File: config.mk
export PLATFORM = sky130hd
export DESIGN_NAME = spi_slave_rx_tx
export DESIGN_NICKNAME = d
export VERILOG_FILES = /design/src/rtl/spi_slave_rx_tx.sv
export SDC_FILE = /design/constraint.sdc
export NUM_CORES = 1
export LEC_CHECK = 0
export ABC_AREA = 1
export CORE_ASPECT_RATIO = 1.5
export CORE_MARGIN = 4
export CORE_UTILIZATION = 52
export DETAILED_ROUTE_END_ITERATION = 8
export PLACE_DENSITY = 0.76
export SLEW_MARGIN = 5
export SYNTH_ARGS = -nofsm -noshare
export SYNTH_HDL_FRONTEND = slang
export SYNTH_SLANG_ARGS = --single-unit
File: constraint.sdc
create_clock -name clk -period 3.7 [get_ports clk]
set_clock_uncertainty 0.1 [all_clocks]
set_input_delay 0.74 -clock clk [delete_from_list [all_inputs] [get_ports clk]]
set_output_delay 0.74 -clock clk [all_outputs]
set_load 0.01 [all_outputs]
File: src/rtl/spi_slave_rx_tx.sv
// SPI slave endpoint: synchronises SCK/CS/MOSI into the clk domain and
// shifts DATA_W-bit frames MSB first in any of the four SPI modes.
//
// Ports:
//   clk, rst        system clock, asynchronous active-high reset
//   mode            {CPOL, CPHA}, taken while CS is high
//   sck, cs, mosi   raw SPI pins from the master (asynchronous to clk)
//   miso            serial data out, 0 while idle
//   tx_data, tx_wr  write port of the one-deep transmit holding register
//   tx_ready        holding register empty
//   rx_data         last complete received frame
//   rx_valid        one-cycle pulse when rx_data updates
//   busy            synchronised CS low
//   tx_ovf          sticky: write dropped because holding register was full
//   underrun        sticky: a frame started with the holding register empty
//   clr_flags       clears tx_ovf and underrun (a same-cycle set wins)
module spi_slave_rx_tx #(
  parameter int unsigned DATA_W      = 8,
  parameter int unsigned SYNC_STAGES = 2
) (
  input  logic              clk,
  input  logic              rst,
  input  logic [1:0]        mode,
  input  logic              sck,
  input  logic              cs,
  input  logic              mosi,
  output logic              miso,
  input  logic [DATA_W-1:0] tx_data,
  input  logic              tx_wr,
  output logic              tx_ready,
  output logic [DATA_W-1:0] rx_data,
  output logic              rx_valid,
  output logic              busy,
  output logic              tx_ovf,
  output logic              underrun,
  input  logic              clr_flags
);

  localparam int unsigned CNT_W = (DATA_W > 1) ? $clog2(DATA_W) : 1;
  localparam logic [CNT_W-1:0] LAST_BIT = CNT_W'(DATA_W - 1);

  typedef enum logic [1:0] {
    S_IDLE,
    S_LOAD,
    S_SHIFT
  } state_t;

  state_t                   state;
  logic [SYNC_STAGES-1:0]   sck_sync;
  logic [SYNC_STAGES-1:0]   cs_sync;
  logic [SYNC_STAGES-1:0]   mosi_sync;
  logic                     sck_q;
  logic [1:0]               mode_q;
  logic [CNT_W-1:0]         bit_cnt;
  logic [DATA_W-1:0]        shift_tx;
  logic [DATA_W-1:0]        shift_rx;
  logic [DATA_W-1:0]        hold_q;
  logic                     fill_q;

  logic sck_s, cs_s, mosi_s;
  logic sck_rise, sck_fall, lead_e, trail_e, sample_e, shift_e;
  logic [DATA_W-1:0] load_byte;

  // Pin synchronisers; CS resets to its inactive (high) level
  always_ff @(posedge clk or posedge rst) begin
    if (rst) begin
      sck_sync  <= '0;
      cs_sync   <= '1;
      mosi_sync <= '0;
      sck_q     <= 1'b0;
    end else begin
      sck_sync  <= (sck_sync << 1) | SYNC_STAGES'(sck);
      cs_sync   <= (cs_sync << 1) | SYNC_STAGES'(cs);
      mosi_sync <= (mosi_sync << 1) | SYNC_STAGES'(mosi);
      sck_q     <= sck_sync[SYNC_STAGES-1];
    end
  end

  assign sck_s  = sck_sync[SYNC_STAGES-1];
  assign cs_s   = cs_sync[SYNC_STAGES-1];
  assign mosi_s = mosi_sync[SYNC_STAGES-1];

  // Edge classification from the latched mode
  assign sck_rise = sck_s & ~sck_q;
  assign sck_fall = ~sck_s & sck_q;
  assign lead_e   = mode_q[1] ? sck_fall : sck_rise;
  assign trail_e  = mode_q[1] ? sck_rise : sck_fall;
  assign sample_e = mode_q[0] ? trail_e : lead_e;
  // CPHA=0: a trailing edge before the first sample is the tail of the
  // previous back-to-back frame and must not shift the new byte
  assign shift_e  = mode_q[0] ? lead_e : (trail_e & (bit_cnt != '0));

  assign load_byte = tx_ready ? '0 : hold_q;

  // Frame FSM, holding register and status flags
  always_ff @(posedge clk or posedge rst) begin
    if (rst) begin
      state    <= S_IDLE;
      mode_q   <= 2'b00;
      bit_cnt  <= '0;
      shift_tx <= '0;
      shift_rx <= '0;
      hold_q   <= '0;
      fill_q   <= 1'b0;
      miso     <= 1'b0;
      tx_ready <= 1'b1;
      rx_data  <= '0;
      rx_valid <= 1'b0;
      busy     <= 1'b0;
      tx_ovf   <= 1'b0;
      underrun <= 1'b0;
    end else begin
      rx_valid <= 1'b0;
      busy     <= ~cs_s;

      if (clr_flags) begin
        tx_ovf   <= 1'b0;
        underrun <= 1'b0;
      end

      case (state)
        S_IDLE: begin
          miso    <= 1'b0;
          bit_cnt <= '0;
          mode_q  <= mode;
          if (!cs_s) state <= S_LOAD;
        end

        S_LOAD: begin
          // fill_q remembers a zero fill; underrun is flagged only if the
          // frame actually starts clocking
          fill_q   <= tx_ready;
          tx_ready <= 1'b1;
          bit_cnt  <= '0;
          if (!mode_q[0]) begin
            miso     <= load_byte[DATA_W-1];
            shift_tx <= load_byte << 1;
          end else begin
            shift_tx <= load_byte;
          end
          state <= cs_s ? S_IDLE : S_SHIFT;
        end

        S_SHIFT: begin
          if (cs_s) begin
            // Abort: partial frame discarded
            state   <= S_IDLE;
            bit_cnt <= '0;
            miso    <= 1'b0;
          end else begin
            if (shift_e) begin
              miso     <= shift_tx[DATA_W-1];
              shift_tx <= shift_tx << 1;
            end
            if (sample_e) begin
              shift_rx <= {shift_rx[DATA_W-2:0], mosi_s};
              fill_q   <= 1'b0;
              if (fill_q) underrun <= 1'b1;
              if (bit_cnt == LAST_BIT) begin
                rx_data  <= {shift_rx[DATA_W-2:0], mosi_s};
                rx_valid <= 1'b1;
                bit_cnt  <= '0;
                state    <= S_LOAD;
              end else begin
                bit_cnt <= bit_cnt + CNT_W'(1);
              end
            end
          end
        end

        default: state <= S_IDLE;
      endcase

      // A write in the LOAD cycle is accepted: LOAD takes the old byte
      if (tx_wr) begin
        if (tx_ready || (state == S_LOAD)) begin
          hold_q   <= tx_data;
          tx_ready <= 1'b0;
        end else begin
          tx_ovf <= 1'b1;
        end
      end
    end
  end

endmodule

==> impl_metrics.tcl, run 1 <==
set metrics [dict create \
    met1_length_um 1697 \
    floorplan.die_area_um2 5845 \
    setup_slack_ns 1.377 \
    dp.cells 346 \
    crit_path_end "tx_ready" \
    layout.cells.non_filler 354 \
    cellLeakagePower_uw 0.001495 \
    fin_crit_ns 2.323 \
    cp-start-kind "register" \
    regToRegEndpoint "rx_data[1]$_DFFE_PP0P_" \
    cts_resized 0 \
    worst_r2r_path_depth 9 \
    fin_nets 330 \
    synthesis.nets 296 \
    drtAntennaViolNets 0 \
    antenna_found_initial 0 \
    wl_um 4363 \
    crit_slowest_cell "dfstp_2" \
    hold_violations 0 \
    n_fill_cell 403 \
    port_buffers 30 \
    antenna_cells 0 \
    clk-insertion-delay-late_ns 0.31 \
    wl_per_cell_um 12.32 \
    timing.rr.start "state[0]$_DFFE_PP0P_" \
    slew_headroom_pct 30.61 \
    grt_pass1_wl_um 7948 \
    maxCapViolCount 0 \
    post_cts_buffers 0 \
    pre_cts_ws_ns 1.531 \
    crit_chain "clkdlybuf4s50_1" \
    yosysSeqAreaShare_pct 53.79 \
    drive_above_1_share_pct 10.46 \
    status "finished clean" \
    grt_overflow 0 \
    design.core.area_um2 4504 \
    path_clk_slew_ns 0.10 \
    power.density_nw_per_um2 656.0 \
    hp-start "sck_sync[0]$_DFF_PP0_" \
    synth_warnings 0 \
    cts_sinks 52 \
    syn_to_final_growth_pct 17.84 \
    critical_path_class "register to output port" \
    grt_use_total_pct 17.00 \
    path_delay_family "flip-flops" \
    cp.arrival_ns 1.48 \
    power_uw 1876 \
    critical_path_required_ns 2.86 \
    syn_area_um2 2426 \
    grt_pass1_vias 1903 \
    cts_max_path_buffers 2 \
    grt_setup_unrepaired "no" \
    fmax_mhz 430.4 \
    drc 0 \
    numCtsBuffers 5 \
    met3_length_um 175 \
    start_util_pct 53.86 \
    ios 31 \
    crit_path_max_fanout 9 \
    hp-class "register to register" \
    critical_path_depth 1 \
    routed.top_layer "met4" \
    die_h_um 91.66 \
    tns_ns 0 \
    synth.distinct_cells 24 \
    cts_tree "done" \
    syn_area_per_cell_um2 8.952 \
    crit_path_max_incr_delay_ns 0.61 \
    slew_violations 0 \
    path_buf_inv 1 \
    htree_levels 2 \
    drt_iter0_markers 101 \
    max_slew.worst_pin.slew_ns 1.039 \
    rows 30 \
    critPathLaunch "tx_ready$_DFF_PP1_" \
    place_congestion 0.8616 \
    fin_crit_sh_pct 62.79 \
    drt_pass1_iterations 4 \
    ys_ff_latch 52 \
    hold_buffers 0 \
    grt_start_max_net_pins 53 \
    root_buffer "clkbuf_8" \
    end_kind "output port" \
    dp_hpwl_um 3327 \
    die_x_um 63.77 \
    via_count 1833 \
    via_per_inst 5.178 \
    regToRegSetupSlack_ns 1.76 \
    wl_met2_um 2436 \
    syn-instance-count 271 \
    ir_drop_uv 419.9 \
    setup_viol 0 \
]
-- routing by layer --
metal | vias up | track usage (%)
met5 | - | 0
met4 | 0 | 6.486
met3 | 5 | 3.186
met2 | 38 | 32.87
met1 | 873 | 17.56
li1 | 917 | -
-- registers in the layout (all words and copies together), names as in the netlist --
signal     cells
tx_ovf         1
hold_q         8
rx_valid       1
bit_cnt        3
underrun       1
tx_ready       1
state          2
sck_q          1
cs_sync        2
sck_sync       2
miso           1
shift_tx       8
shift_rx       7
busy           1
mosi_sync      2
fill_q         1
rx_data        8
mode_q         2
-- Yosys cell counts --
| cell | n | area [um2] |
|---|---|---|
| inv_2 | 3 | 11.26 |
| inv_1 | 25 | 93.84 |
| a21oi_1 | 7 | 35.03 |
| a21boi_0 | 1 | 7.510 |
| nand2_4 | 2 | 22.52 |
| mux2_2 | 3 | 33.78 |
| o211ai_1 | 3 | 22.52 |
| dfstp_2 | 3 | 78.83 |
| a22oi_1 | 3 | 22.52 |
| nor2_8 | 3 | 60.06 |
| inv_6 | 1 | 8.760 |
| nand2_2 | 5 | 31.28 |
| buf_2 | 1 | 5.000 |
| buf_6 | 1 | 11.26 |
| a22o_1 | 1 | 8.760 |
| nand3_4 | 2 | 35.03 |
| dfrtp_1 | 49 | 1226 |
| o21ai_0 | 8 | 40.04 |
| nand3_1 | 26 | 130.1 |
| nor2_1 | 19 | 71.32 |
| buf_4 | 1 | 7.510 |
| ha_1 | 8 | 100.1 |
| nor2_2 | 1 | 6.260 |
| nand2_1 | 95 | 356.6 |
-- cell usage in the layout, fill, tap and decap left out, types with 4 or more instances in the layout --
cell / instances
a21oi_1: 7
nand2_2: 5
nand3_1: 26
inv_1: 24
o21ai_0: 8
inv_2: 4
clkdlybuf4s50_1: 30
nor2_1: 19
nand2_1: 95
dfrtp_1: 49
clkbuf_8: 5
ha_1: 8
-- worst register-to-register path: stages, from the launching register on --
cell and delay (ns):
dfrtp_1 0.44, inv_1 0.10, ha_1 0.46, inv_6 0.08, nor2_8 0.18, inv_2 0.09
nor2_8 0.19, nand2_4 0.10, nand2_1 0.07, nand2_1 0.05
-- where the power goes --
part           total, uW  switching [uW]  internal, uW
logic                727             450           277
registers            813            96.5           716
clock network        336             197           139
total               1880             744          1130
-- per-stage QoR --
step / hold slack [ns] / utilization, % / area, um2
2_1_floorplan: 0.2312 / - / 2426
3_3_place_gp: 0.2334 / 61.33 / 2763
3_5_place_dp: 0.2347 / 61.33 / 2763
4_1_cts: 0.2589 / 63.47 / 2859
5_1_grt: 0.2638 / 63.47 / 2859
6_report: 0.2575 / 63.47 / 2859
-- cells by family after synthesis --
group	synth area share, %
AO/OA/AOI/OAI	5.621
adder cells (fa/ha/maj)	4.126
buffers and inverters	5.673
flip-flops	53.79
multiplexers	1.392
AND/OR/NAND/NOR	29.40
-- worst min-delay path by stage --
| stage | endpoint | cells after the start |
|---|---|---|
| after floorplan | mosi_sync[1]$_DFF_PP0_ | 0 |
| after global placement | mosi_sync[1]$_DFF_PP0_ | 0 |
| after detailed placement | sck_sync[1]$_DFF_PP0_ | 0 |
| after CTS | sck_sync[1]$_DFF_PP0_ | 0 |
| after global routing | cs_sync[1]$_DFF_PP1_ | 0 |
| final | sck_sync[1]$_DFF_PP0_ | 0 |
-- cell type report --
type,count,area [um2],area share [%]
inverters,29,113.9,3.982
flip-flops and latches,52,1305,45.65
clock buffers,5,68.82,2.407
repair buffers,30,300.3,10.50
clock inverters,3,27.53,0.9628
multi-input cells,187,983.4,34.40
well taps,48,60.06,2.101
Power figures use the tool's default switching activity.
==> inputs of run 2 (changes only) <==
clock period = 2.3 ns   (was 3.7 ns; I/O delays follow)
==> run 2 against run 1 <==
  * First-iteration DRC count decreased by 12%
  * Cell count increased by 0.28%
  * Worst setup slack got worse by 1.2 ns
  * Count of clock-buffer cells in the layout unchanged
  * Die area unchanged
  * Utilization increased by 0.39 points
  * Register-to-register slack got worse by 1.4 ns
  * Routed wire length increased by 10%
  * Critical path depth unchanged
  * Sequential share of layout area decreased by 0.28 points
  * Hold slack improved by 0.0060 ns
  * Via count increased by 0.16%
  * Critical path type unchanged
  * Largest power group unchanged
==> impl_metrics.tcl, run 2 (synthesis results as in run 1) <==
set metrics [dict create \
    slew_violations 0 \
    worst_r2r_path_depth 9 \
    crit_slowest_cell "dfstp_2" \
    drtAntennaViolNets 0 \
    start_util_pct 53.86 \
    grt_start_max_net_pins 53 \
    antenna_cells 0 \
    hold_buffers 0 \
    floorplan.die_area_um2 5845 \
    drc 0 \
    grt_use_total_pct 18.24 \
    status "finished clean" \
    critical_path_class "register to output port" \
    cts_tree "done" \
    fin_crit_ns 2.078 \
    holdWs_ns 0.2635 \
    final_area_um2 2877 \
    dp_hpwl_um 3615 \
    fin_crit_sh_pct 90.33 \
    cts_resized 0 \
    maxCapViolCount 0 \
    grt_pass1_wl_um 8335 \
    wl_um 4800 \
    mostFrequentLayoutCells "nand2_1, dfrtp_1, clkdlybuf4s50_1" \
    root_buffer "clkbuf_8" \
    clk-insertion-delay-late_ns 0.31 \
    hold_depth 0 \
    htree_levels 2 \
    power.density_nw_per_um2 1066 \
    grt_overflow 0 \
    cp.arrival_ns 1.52 \
    rows 30 \
    setup_viol 0 \
    place_congestion 0.8941 \
    crit_path_max_fanout 9 \
    syn_to_final_growth_pct 18.57 \
    path_clk_slew_ns 0.10 \
    grt_pass1_vias 1867 \
    via_count 1836 \
    cts_sinks 52 \
    crit_chain "clkdlybuf4s50_1" \
    path_delay_family "flip-flops" \
    die_h_um 91.66 \
    regToRegSetupSlack_ns 0.40 \
    cp-start-kind "register" \
    ir_drop_uv 681.7 \
    post_cts_buffers 0 \
    mostFrequentLayoutCell "nand2_1" \
    path_buf_inv 1 \
    hold_violations 0 \
    fin_nets 331 \
    fmax_mhz 481.3 \
    regToRegEndpoint "rx_data[0]$_DFFE_PP0P_" \
    timing.rr.start "state[0]$_DFFE_PP0P_" \
    hp-class "register to register" \
    slew_headroom_pct 69.93 \
    ios 31 \
    cellLeakagePower_uw 0.001503 \
    cts_max_path_buffers 2 \
    max_slew.worst_pin.slew_ns 0.4510 \
    critical_path_required_ns 1.74 \
    drive_above_1_share_pct 10.75 \
    holdPathEnd "mosi_sync[1]$_DFF_PP0_" \
    antenna_found_initial 0 \
    end_kind "output port" \
    port_buffers 30 \
    tns_ns 0 \
    final_core_util_pct 63.86 \
    numCtsBuffers 5 \
    die_x_um 63.77 \
    hp-start "mosi_sync[0]$_DFF_PP0_" \
    grt_setup_unrepaired "no" \
    reg_top3 "hold_q x8, rx_data x8, shift_tx x8" \
    drt_pass1_iterations 4 \
    wl_per_cell_um 13.52 \
    design.core.area_um2 4504 \
    crit_path_max_incr_delay_ns 0.64 \
    drt_iter0_markers 89 \
    placed_area_um2 2783 \
    via_per_inst 5.172 \
]
[run 2: layout make-up]
type	count	area, um2
clock buffer	5	68.82
inverter	29	113.9
clock inverter	3	25.02
timing repair buffer	31	320.3
multi-input combinational	187	983.4
fill	397	1628
tap	48	60.06
sequential	52	1305
[run 2: how the worst max path moves through the flow]
| stage | start | end | slack [ns] | cells after the start |
|---|---|---|---|---|
| detailed placement | state[0]$_DFFE_PP0P_ | rx_data[0]$_DFFE_PP0P_ | 0.41 | 9 |
| global route | tx_ready$_DFF_PP1_ | tx_ready | 0.17 | 1 |
| global placement | state[0]$_DFFE_PP0P_ | shift_tx[3]$_DFFE_PP0P_ | 0.47 | 7 |
| CTS | tx_ready$_DFF_PP1_ | tx_ready | 0.21 | 1 |
| floorplan | rst | bit_cnt[0]$_DFFE_PP0P_ | 0.49 | 1 |
| finish | tx_ready$_DFF_PP1_ | tx_ready | 0.22 | 1 |
[run 2: per-stage QoR]
step / power (uW) / std cells / setup slack [ns]
3_3_place_gp: 2506 / 347 / 0.4659
5_1_grt: 3307 / 355 / 0.1715
6_report: 3066 / 355 / 0.2224
4_1_cts: 3081 / 355 / 0.2057
2_1_floorplan: 2214 / 271 / 0.4871
3_5_place_dp: 2529 / 347 / 0.4074
[run 2: where the power goes]
group / internal, uW / switching (uW) / total [uW]
Clock: 222 / 328 / 551
Combinational: 449 / 740 / 1190
Sequential: 1150 / 174 / 1330
Total: 1820 / 1240 / 3070
[run 2: metal layers]
layer / up-vias / part of all wire, % / track usage [%]
met3: 14 / 3.1 / 3.431
met5: - / 0 / 0
met2: 40 / 54 / 33.74
met4: 0 / 2.9 / 9.009
met1: 861 / 40 / 19.32
li1: 921 / - / -
